[config.mk]
export PLATFORM = sky130hd
export DESIGN_NAME = i2s_rec_capture
export DESIGN_NICKNAME = d
export VERILOG_FILES = /design/src/rtl/i2s_rec_capture.sv
export SDC_FILE = /design/constraint.sdc
export NUM_CORES = 1
export LEC_CHECK = 0
export ABC_AREA = 1
export ABC_CLOCK_PERIOD_IN_PS = 3500
export CELL_PAD_IN_SITES_DETAIL_PLACEMENT = 1
export CELL_PAD_IN_SITES_GLOBAL_PLACEMENT = 1
export CORE_AREA = 2 2 91 181
export DETAILED_ROUTE_END_ITERATION = 7
export DIE_AREA = 0 0 93 183
export GPL_TIMING_DRIVEN = 0
export PLACE_DENSITY_LB_ADDON = 0.1
export SLEW_MARGIN = 20
export SYNTH_ARGS = -nofsm -noshare
export SYNTH_HDL_FRONTEND = slang
export SYNTH_SLANG_ARGS = --single-unit
[constraint.sdc]
create_clock -name mclk -period 3.5 [get_ports mclk]
set_input_delay 0.525 -clock mclk [delete_from_list [all_inputs] [get_ports mclk]]
set_output_delay 0.525 -clock mclk [all_outputs]
set_load 0.01 [all_outputs]
[src/rtl/i2s_rec_capture.sv]
// I2S record-path receiver: oversamples bclk/lrc/data in the mclk domain, assembles
// left-aligned stereo words and queues completed {left,right} frames in a FWFT FIFO.
module i2s_rec_capture #(
    parameter int SAMPLE_BITS = 16,
    parameter int FIFO_DEPTH  = 4
) (
    input  logic                           mclk,
    input  logic                           rstn,
    input  logic                           audio_I2S_bclk,
    input  logic                           audio_I2S_reclrc,
    input  logic                           audio_I2S_recdat,
    input  logic                           enable,
    input  logic                           rec_ready,
    output logic                           rec_valid,
    output logic signed [SAMPLE_BITS-1:0]  rec_left,
    output logic signed [SAMPLE_BITS-1:0]  rec_right,
    output logic [$clog2(FIFO_DEPTH):0]    fifo_level,
    output logic                           overflow,
    input  logic                           clr_overflow
);

    localparam int PW = $clog2(FIFO_DEPTH);
    localparam int LW = PW + 1;
    localparam int CW = $clog2(SAMPLE_BITS + 1);

    typedef enum logic [1:0] {
        ST_SYNC  = 2'd0,
        ST_LEFT  = 2'd1,
        ST_RIGHT = 2'd2
    } state_t;

    logic [2:0]                    r_bclk_sync;
    logic [1:0]                    r_lrc_sync;
    logic [1:0]                    r_dat_sync;
    logic                          r_lrc_prev;
    logic [CW-1:0]                 r_bit_cnt;
    logic signed [SAMPLE_BITS-1:0] r_word;
    logic signed [SAMPLE_BITS-1:0] r_left;
    state_t                        r_state;
    state_t                        w_state_next;

    logic                          w_bclk_rise;
    logic                          w_lrc;
    logic                          w_dat;
    logic                          w_word_start;
    logic                          w_latch_left;
    logic                          w_push;
    logic signed [SAMPLE_BITS-1:0] w_word_next;

    logic signed [SAMPLE_BITS-1:0] r_mem_l [FIFO_DEPTH];
    logic signed [SAMPLE_BITS-1:0] r_mem_r [FIFO_DEPTH];
    logic [PW-1:0]                 r_wr_ptr;
    logic [PW-1:0]                 r_rd_ptr;
    logic [LW-1:0]                 r_level;
    logic                          r_overflow;
    logic                          w_full;
    logic                          w_pop;
    logic                          w_wr;
    logic                          w_drop;

    // bclk gets a third flop so its rising edge becomes a one-cycle pulse
    always_ff @(posedge mclk or negedge rstn) begin
        if (!rstn) begin
            r_bclk_sync <= '0;
            r_lrc_sync  <= '0;
            r_dat_sync  <= '0;
        end else begin
            r_bclk_sync <= {r_bclk_sync[1:0], audio_I2S_bclk};
            r_lrc_sync  <= {r_lrc_sync[0], audio_I2S_reclrc};
            r_dat_sync  <= {r_dat_sync[0], audio_I2S_recdat};
        end
    end

    assign w_bclk_rise  = r_bclk_sync[1] & ~r_bclk_sync[2];
    assign w_lrc        = r_lrc_sync[1];
    assign w_dat        = r_dat_sync[1];
    assign w_word_start = w_bclk_rise && (w_lrc != r_lrc_prev);

    always_comb begin
        w_word_next = r_word;
        for (int i = 0; i < SAMPLE_BITS; i++) begin
            if (r_bit_cnt == CW'(SAMPLE_BITS - 1 - i)) begin
                w_word_next[i] = w_dat;
            end
        end
    end

    // The bit coinciding with an lrc change belongs to the previous slot and is skipped
    always_ff @(posedge mclk or negedge rstn) begin
        if (!rstn) begin
            r_lrc_prev <= 1'b0;
            r_bit_cnt  <= '0;
            r_word     <= '0;
        end else if (w_bclk_rise) begin
            r_lrc_prev <= w_lrc;
            if (w_word_start) begin
                r_bit_cnt <= '0;
                r_word    <= '0;
            end else if (r_bit_cnt < CW'(SAMPLE_BITS)) begin
                r_word    <= w_word_next;
                r_bit_cnt <= r_bit_cnt + CW'(1);
            end
        end
    end

    always_ff @(posedge mclk or negedge rstn) begin
        if (!rstn) begin
            r_state <= ST_SYNC;
        end else begin
            r_state <= w_state_next;
        end
    end

    always_comb begin
        w_state_next = r_state;
        w_latch_left = 1'b0;
        w_push       = 1'b0;
        if (!enable) begin
            w_state_next = ST_SYNC;
        end else if (w_word_start) begin
            case (r_state)
                ST_SYNC: begin
                    if (!w_lrc) w_state_next = ST_LEFT;
                end
                ST_LEFT: begin
                    if (w_lrc) begin
                        w_state_next = ST_RIGHT;
                        w_latch_left = 1'b1;
                    end
                end
                ST_RIGHT: begin
                    if (!w_lrc) begin
                        w_state_next = ST_LEFT;
                        w_push       = 1'b1;
                    end
                end
                default: w_state_next = ST_SYNC;
            endcase
        end
    end

    always_ff @(posedge mclk or negedge rstn) begin
        if (!rstn) begin
            r_left <= '0;
        end else if (w_latch_left) begin
            r_left <= r_word;
        end
    end

    // FIFO: a push into a full FIFO still lands when the head is popped in the same cycle
    assign w_full = (r_level == LW'(FIFO_DEPTH));
    assign w_pop  = (r_level != '0) && rec_ready;
    assign w_wr   = w_push && (!w_full || w_pop);
    assign w_drop = w_push && w_full && !w_pop;

    always_ff @(posedge mclk) begin
        if (w_wr) begin
            r_mem_l[r_wr_ptr] <= r_left;
            r_mem_r[r_wr_ptr] <= r_word;
        end
    end

    always_ff @(posedge mclk or negedge rstn) begin
        if (!rstn) begin
            r_wr_ptr   <= '0;
            r_rd_ptr   <= '0;
            r_level    <= '0;
            r_overflow <= 1'b0;
        end else begin
            if (w_wr) r_wr_ptr <= r_wr_ptr + PW'(1);
            if (w_pop) r_rd_ptr <= r_rd_ptr + PW'(1);
            case ({w_wr, w_pop})
                2'b10:   r_level <= r_level + LW'(1);
                2'b01:   r_level <= r_level - LW'(1);
                default: r_level <= r_level;
            endcase
            if (w_drop) begin
                r_overflow <= 1'b1;
            end else if (clr_overflow) begin
                r_overflow <= 1'b0;
            end
        end
    end

    assign rec_valid  = (r_level != '0);
    assign rec_left   = rec_valid ? r_mem_l[r_rd_ptr] : '0;
    assign rec_right  = rec_valid ? r_mem_r[r_rd_ptr] : '0;
    assign fifo_level = r_level;
    assign overflow   = r_overflow;

endmodule
; After elaboration in Yosys (flattened, before gate mapping)
; Memory sizes are Yosys's and may differ from the RTL's.
; Index checks and enable logic that the tools add are counted.
[classes]
addsub = 5
n_lt_le_gt_ge = 1
eq_ne = 24
n_mux = 40
bitwise = 2
n_reduce_logical = 49
[ops]
columns = cell, n
row1 = $mux W16, 4
row2 = $reduce_and A3 Y1, 17
row3 = $eq A5 B4 Y1 const B, 8
row4 = $reduce_bool A2 Y1, 19
row5 = $mux W1, 28
row6 = $eq A5 B3 Y1 const B, 4
row7 = $eq A5 B2 Y1 const B, 2
row8 = $mux W5, 2
row9 = $mux W2, 4
row10 = $ne A3 B3 Y1 const B, 2
row11 = $pmux W3 S2, 1
row12 = $add A5 B1 Y5 const B, 1
row13 = $eq A5 B1 Y1 const B, 1
row14 = $logic_and A1 B1 Y1, 5
row15 = $logic_not A5 Y1, 1
row16 = $lt A5 B5 Y1 const B, 1
row17 = $add A2 B1 Y2 const B, 2
row18 = $eq A2 B1 Y1 const B, 2
row19 = $eq A2 B2 Y1 const B, 2
row20 = $pmux W2 S2, 1
row21 = $add A3 B1 Y3 const B, 1
row22 = $eq A3 B3 Y1 const B, 1
row23 = $reduce_bool A3 Y1, 1
row24 = $sub A3 B1 Y3 const B, 1
row25 = other kinds (9), 10
[totals]
ff_bits = 55
ram_bits = 128
in_bits = 8
out_inout_bits = 37
wordCells = 150
memories = 2
[mem_list]
columns = memory, depth, word_bits, rd, rd_clocked_by_memory_dff, wr, line_no
row1 = r_mem_l, 4, 16, 1, 0, 1, 50  ; logic signed [SAMPLE_BITS-1:0] r_mem_l [FIFO_DEPTH];
row2 = r_mem_r, 4, 16, 1, 0, 1, 51  ; logic signed [SAMPLE_BITS-1:0] r_mem_r [FIFO_DEPTH];

; Longest topological paths before layout
; Gate-level depths: netlist (run 1).
[depth]
ltp_word = 8
mapped_depth = 14
depth_no_buf = 14

; Worst setup path before layout (run 1)
; OpenSTA, ideal clock, no wires.
[synth_path]
path_type = input -> register
startpoint = input port enable
endpoint = memory r_mem_l[0][0] (enable)
setup_time_ns = 0.421
arrival_ns = 2.407
setup_slack_ns = 0.672
cell_stages = 6
cell_sequence = nand2_1 > nor2_1 > nand2_2 > nor2_4 > inv_2 > nor2_1
[synth_via]
elab_chain_cells = 4
[synth_lines]
columns = item, line_no
row1 = "start, declared", 12  ; input logic enable,
row2 = $mux W1, 118  ; if (!enable) begin
row3 = $logic_and A1 B1 Y1, 153  ; assign w_wr = w_push && (!w_full || w_pop);
row4 = $mux W1, 157  ; if (w_wr) begin
row5 = $mux W1 (not written as such), 158  ; r_mem_l[r_wr_ptr] <= r_left;
row6 = "end, declared", 50
; No other way between the ends.

; Worst setup path after layout (run 1)
[layout_path]
startpoint = register r_rd_ptr[0]
endpoint = output port rec_left[0]
[layout_via]
elab_chain_cells = 2
[layout_lines]
columns = item, line_no
row1 = "start, declared", 53  ; logic [PW-1:0] r_rd_ptr;
row2 = "start signal, assigned", 171  ; if (w_pop) r_rd_ptr <= r_rd_ptr + PW'(1);
row3 = $mem_v2 Z4 W16, -
row4 = $mux W16, 186  ; assign rec_left = rec_valid ? r_mem_l[r_rd_ptr] : '0;
row5 = "end, declared", 15  ; output logic signed [SAMPLE_BITS-1:0] rec_left,
; No other way between the ends.

==> implementation parameters, run 1 <==
Parameter                              Value

Status
  Run status    finished clean

Layout
  Number of fill cells    about 1600
  Antenna diode count    0
  Count of placed standard cells in the final layout, fillers left out    895
  Area growth from synthesis to layout    19.62%
  Fraction of final layout cells with drive strength greater than 1    0.1167
  Final Net Count    699

Timing
  Fin crit share    0.9269
  Hold violation total from the final report    0
  Count of endpoints failing setup in the final report    0
  Crit path setup slack, layout    roughly 0.26 ns
  Minimum clock period after layout    approximately 3.2 ns
  Slew Limit Headroom    0.4874
  Setup repair after global routing missed its margin    false
  Max-slew violation count    0
  Worst Skew    0.009793 ns
  Highest clock frequency the design can meet    a little over 0.3 GHz
  Slew at the pin closest to its max-slew limit    0.7689 ns
  Fin Setup TNS    0 ns

CTS
  Clock tree from TritonCTS    done
  Clock latency at the later pin of the worst-skew pair    0.43 ns
  Number of setup buffers added after CTS    0
  Clock transition at path regs    0.07 ns
  Clock tree buffer depth    2
  Sinks on the clock net    around 180
  Number of buffers inserted by hold repair at cts    1
  H-tree depth reported by CTS    4
  Root Buffer Master    sky130_fd_sc_hd__clkbuf_16
  Number of gates given a new drive strength after cts    0
  TritonCTS Buffers    17

Power
  NetSw    ~2.3 mW
  Part of the total power dissipated in combinational logic    0.339
  Leakage power    approximately 3.5 nW
  Proportion of total power due to net switching    0.3353
  Ratio of total power to cell area    approximately 800 nW/um2
  Clock network fraction of design power    0.280
  Worst-case vdd ir drop    between 300 and 400 uV
  Portion of total power attributed to sequential cells    0.381
  Internal Dissipation    between 4 and 5 mW

Yosys
  Post-synthesis sequential element count    between 150 and 200
  Share of the synthesized area in the top cell type    0.5209
  Seq/Total Area, Yosys    0.7075
  Synth Cell Area    ~7400 um2
  Post-Syn Nets    630
  Fraction of registers with async set or reset after synthesis    0.3005
  Primary flip-flop cell chosen by synthesis mapping    sky130_fd_sc_hd__edfxtp_1
  Most area-consuming cells after synthesis    sky130_fd_sc_hd__edfxtp_1 (52%), sky130_fd_sc_hd__dfrtp_1 (19%), sky130_fd_sc_hd__nor2_1 (7.8%)
  Largest area contributor in the synthesized netlist    sky130_fd_sc_hd__edfxtp_1
  Count of mapped cells out of synthesis    between 600 and 700
  Number of library cell types mapped by synthesis    27
  Mapped Avg Cell Area    roughly 12 um2
  Count of flip-flops with a built-in enable after synthesis    between 100 and 150
  Warning count from the yosys run    0

Floorplan
  Horizontal extent of the die    slightly above 90 um
  Die area    between 15000 and 20000 um2
  Total number of placement rows    65
  Height of the chip    around 180 um
  Core box area    between 15000 and 20000 um2
  Ports    45
  Starting density of the core    0.4725

Route
  Violation count after the first detailed-route iteration    230
  Mean routed wirelength per cell    20.31 um
  1st-pass router iterations    5
  Mean number of vias per cell    roughly 5.3
  Via total after detailed routing    between 4000 and 5000
  DRC violation count after routing    0
  Final wirelength    approximately 18000 um
  Antenna-violating nets left    0

Setup path
  Worst Reg-to-Reg Cells    9
  Setup CP Type    reg2out
  Data required time at the worst endpoint    about 3.0 ns
  Critical Path Source Type    flip-flop
  Worst endpoint data arrival time    2.72 ns
  Category of the worst setup path capture point    output port
  Peak fanout along the critical path    10

GRT
  Initial antenna violation count    0
  Global-route wire length before repair    28770 um
  Pin count of the biggest net entering global routing    39
  Via count of the first global-routing pass    between 5000 and 6000
  Gr ovfl total    0
  Gr usage total    0.2299

Place
  Final weighted congestion in routability-driven placement    roughly 0.8
  Minimum setup slack after placement    around 0.67 ns
  Post-placement cell count    ~860
  Port bufs    44
  Post-detailed-placement half-perimeter wirelength    approximately 12000 um

Worst hold path
  Number of instances on the worst hold path    0
  Hold Path Class    reg2reg

Run
  Count of maximum capacitance violations    0
power by group through the flow:
stage	registers, mW	clock network, mW	logic, mW
3_3_place_gp	2.68	0	2.31
6_report	2.65	1.95	2.35
3_5_place_dp	2.69	0	2.37
5_1_grt	2.66	2.05	2.61
4_1_cts	2.65	1.98	2.40
2_1_floorplan	2.63	0	1.25
worst paths after layout:
path | endpoint | slack (ns) | startpoint
setup / recovery | rec_left[0] | 0.26 | r_rd_ptr[0]
hold / removal | r_bclk_sync[1] | 0.35 | r_bclk_sync[0]
setup reg to reg | r_mem_r[3][9] | 1.28 | r_lrc_sync[1]
hold reg to reg | r_bclk_sync[1] | 0.35 | r_bclk_sync[0]
max in group asynchronous | r_left[3] | 2.49 | rstn
min in group asynchronous | r_word[14] | 0.51 | rstn
routing by layer:
layer / track usage / vias up / share of wire
li1: - / 2242 / -
met1: 0.2669 / 2408 / 0.39
met2: 0.4261 / 101 / 0.56
met3: 0.03369 / 21 / 0.027
met4: 0.07882 / 0 / 0.017
met5: 0 / - / 0
flip-flops by register name, summed over array words and instances, names as in the netlist, 2 cells and up:
name,cells
r_state,2
r_mem_l,64
r_wr_ptr,2
fifo_level,3
r_dat_sync,2
r_bit_cnt,5
r_bclk_sync,3
r_left,16
r_rd_ptr,2
r_mem_r,64
r_lrc_sync,2
r_word,16
cell usage after synthesis, types with 4 or more instances:
cell / count
sky130_fd_sc_hd__buf_2: 9
sky130_fd_sc_hd__nand3_1: 6
sky130_fd_sc_hd__nand2_1: 29
sky130_fd_sc_hd__ha_1: 9
sky130_fd_sc_hd__nor2_4: 4
sky130_fd_sc_hd__o21ai_0: 84
sky130_fd_sc_hd__nand2_2: 4
sky130_fd_sc_hd__clkbuf_1: 18
sky130_fd_sc_hd__dfrtp_1: 55
sky130_fd_sc_hd__edfxtp_1: 128
sky130_fd_sc_hd__nor2_1: 153
sky130_fd_sc_hd__mux2_2: 7
sky130_fd_sc_hd__inv_1: 26
sky130_fd_sc_hd__inv_2: 5
sky130_fd_sc_hd__mux2_4: 9
sky130_fd_sc_hd__a21oi_1: 51
area by class of cell:
type	instances	area, um2	share of cell area
tap	201	251.5	0.02849
clock inverter	14	173.9	0.01971
multi-input combinational	370	1948	0.2207
inverter	31	116.4	0.01318
sequential	183	5220	0.5914
buffer	28	123.9	0.01403
timing repair buffer	50	563.0	0.06379
clock buffer	18	429.2	0.04862
cells by family (layout without fill, tap and decap cells):
group	count (synthesis)	after routing	synth area share
fa+ha+maj	10	10	0.01798
compound gates	140	140	0.09598
flops	183	183	0.7075
buf+inv	59	141	0.03256
mux	16	16	0.02900
simple gates	200	200	0.1123
xor+xnor	4	4	0.004749
worst max-delay path: stages (launching register included):
cell	delay [ns]
sky130_fd_sc_hd__dfrtp_1	0.40
sky130_fd_sc_hd__inv_2	0.06
sky130_fd_sc_hd__buf_2	0.22
sky130_fd_sc_hd__clkbuf_1	0.50
sky130_fd_sc_hd__o21ai_0	0.23
sky130_fd_sc_hd__a21oi_1	0.27
sky130_fd_sc_hd__clkdlybuf4s50_1	0.59
cell usage in the layout, fill, tap and decap left out:
cell type,n
sky130_fd_sc_hd__buf_12,3
sky130_fd_sc_hd__buf_6,1
sky130_fd_sc_hd__dfrtp_1,55
sky130_fd_sc_hd__clkbuf_16,17
sky130_fd_sc_hd__inv_2,5
sky130_fd_sc_hd__clkbuf_1,19
sky130_fd_sc_hd__fa_1,1
sky130_fd_sc_hd__a21oi_1,51
sky130_fd_sc_hd__buf_4,1
sky130_fd_sc_hd__clkinv_4,3
sky130_fd_sc_hd__dlygate4sd3_1,1
sky130_fd_sc_hd__o211ai_1,1
sky130_fd_sc_hd__nand3_1,6
sky130_fd_sc_hd__a311oi_1,1
sky130_fd_sc_hd__edfxtp_1,128
sky130_fd_sc_hd__clkinvlp_4,3
sky130_fd_sc_hd__nand2_2,4
sky130_fd_sc_hd__nand4_4,1
sky130_fd_sc_hd__bufinv_16,3
sky130_fd_sc_hd__mux2_4,9
sky130_fd_sc_hd__buf_2,9
sky130_fd_sc_hd__o21ai_1,2
sky130_fd_sc_hd__nand2_4,1
sky130_fd_sc_hd__xnor2_1,1
sky130_fd_sc_hd__ha_1,9
sky130_fd_sc_hd__nand2_1,29
sky130_fd_sc_hd__clkinv_2,1
sky130_fd_sc_hd__nor2_4,8
sky130_fd_sc_hd__clkinv_1,1
sky130_fd_sc_hd__nor2_1,149
sky130_fd_sc_hd__inv_6,3
sky130_fd_sc_hd__clkdlybuf4s50_1,43
sky130_fd_sc_hd__inv_1,26
sky130_fd_sc_hd__xor2_1,3
sky130_fd_sc_hd__buf_16,2
sky130_fd_sc_hd__o21ai_0,84
sky130_fd_sc_hd__o22ai_1,1
sky130_fd_sc_hd__mux2_2,7
sky130_fd_sc_hd__nand4_1,2
through the flow:
step,cell area (um2),power [mW],hold WS [ns],utilization
2_1_floorplan,7378,3.880,0.2294,-
3_3_place_gp,8070,4.988,0.3348,0.5168
3_5_place_dp,8213,5.062,0.3379,0.5260
4_1_cts,8826,7.021,0.3543,0.5652
5_1_grt,8826,7.320,0.3590,0.5652
6_report,8826,6.944,0.3508,0.5652
(Power assumes the default switching activity.)
==> inputs of run 2 (changes only) <==
HOLD_SLACK_MARGIN = 0.05   (was default)
==> results of run 2 <==
No change in the layout: final DEF, timing and power equal those of run 1.
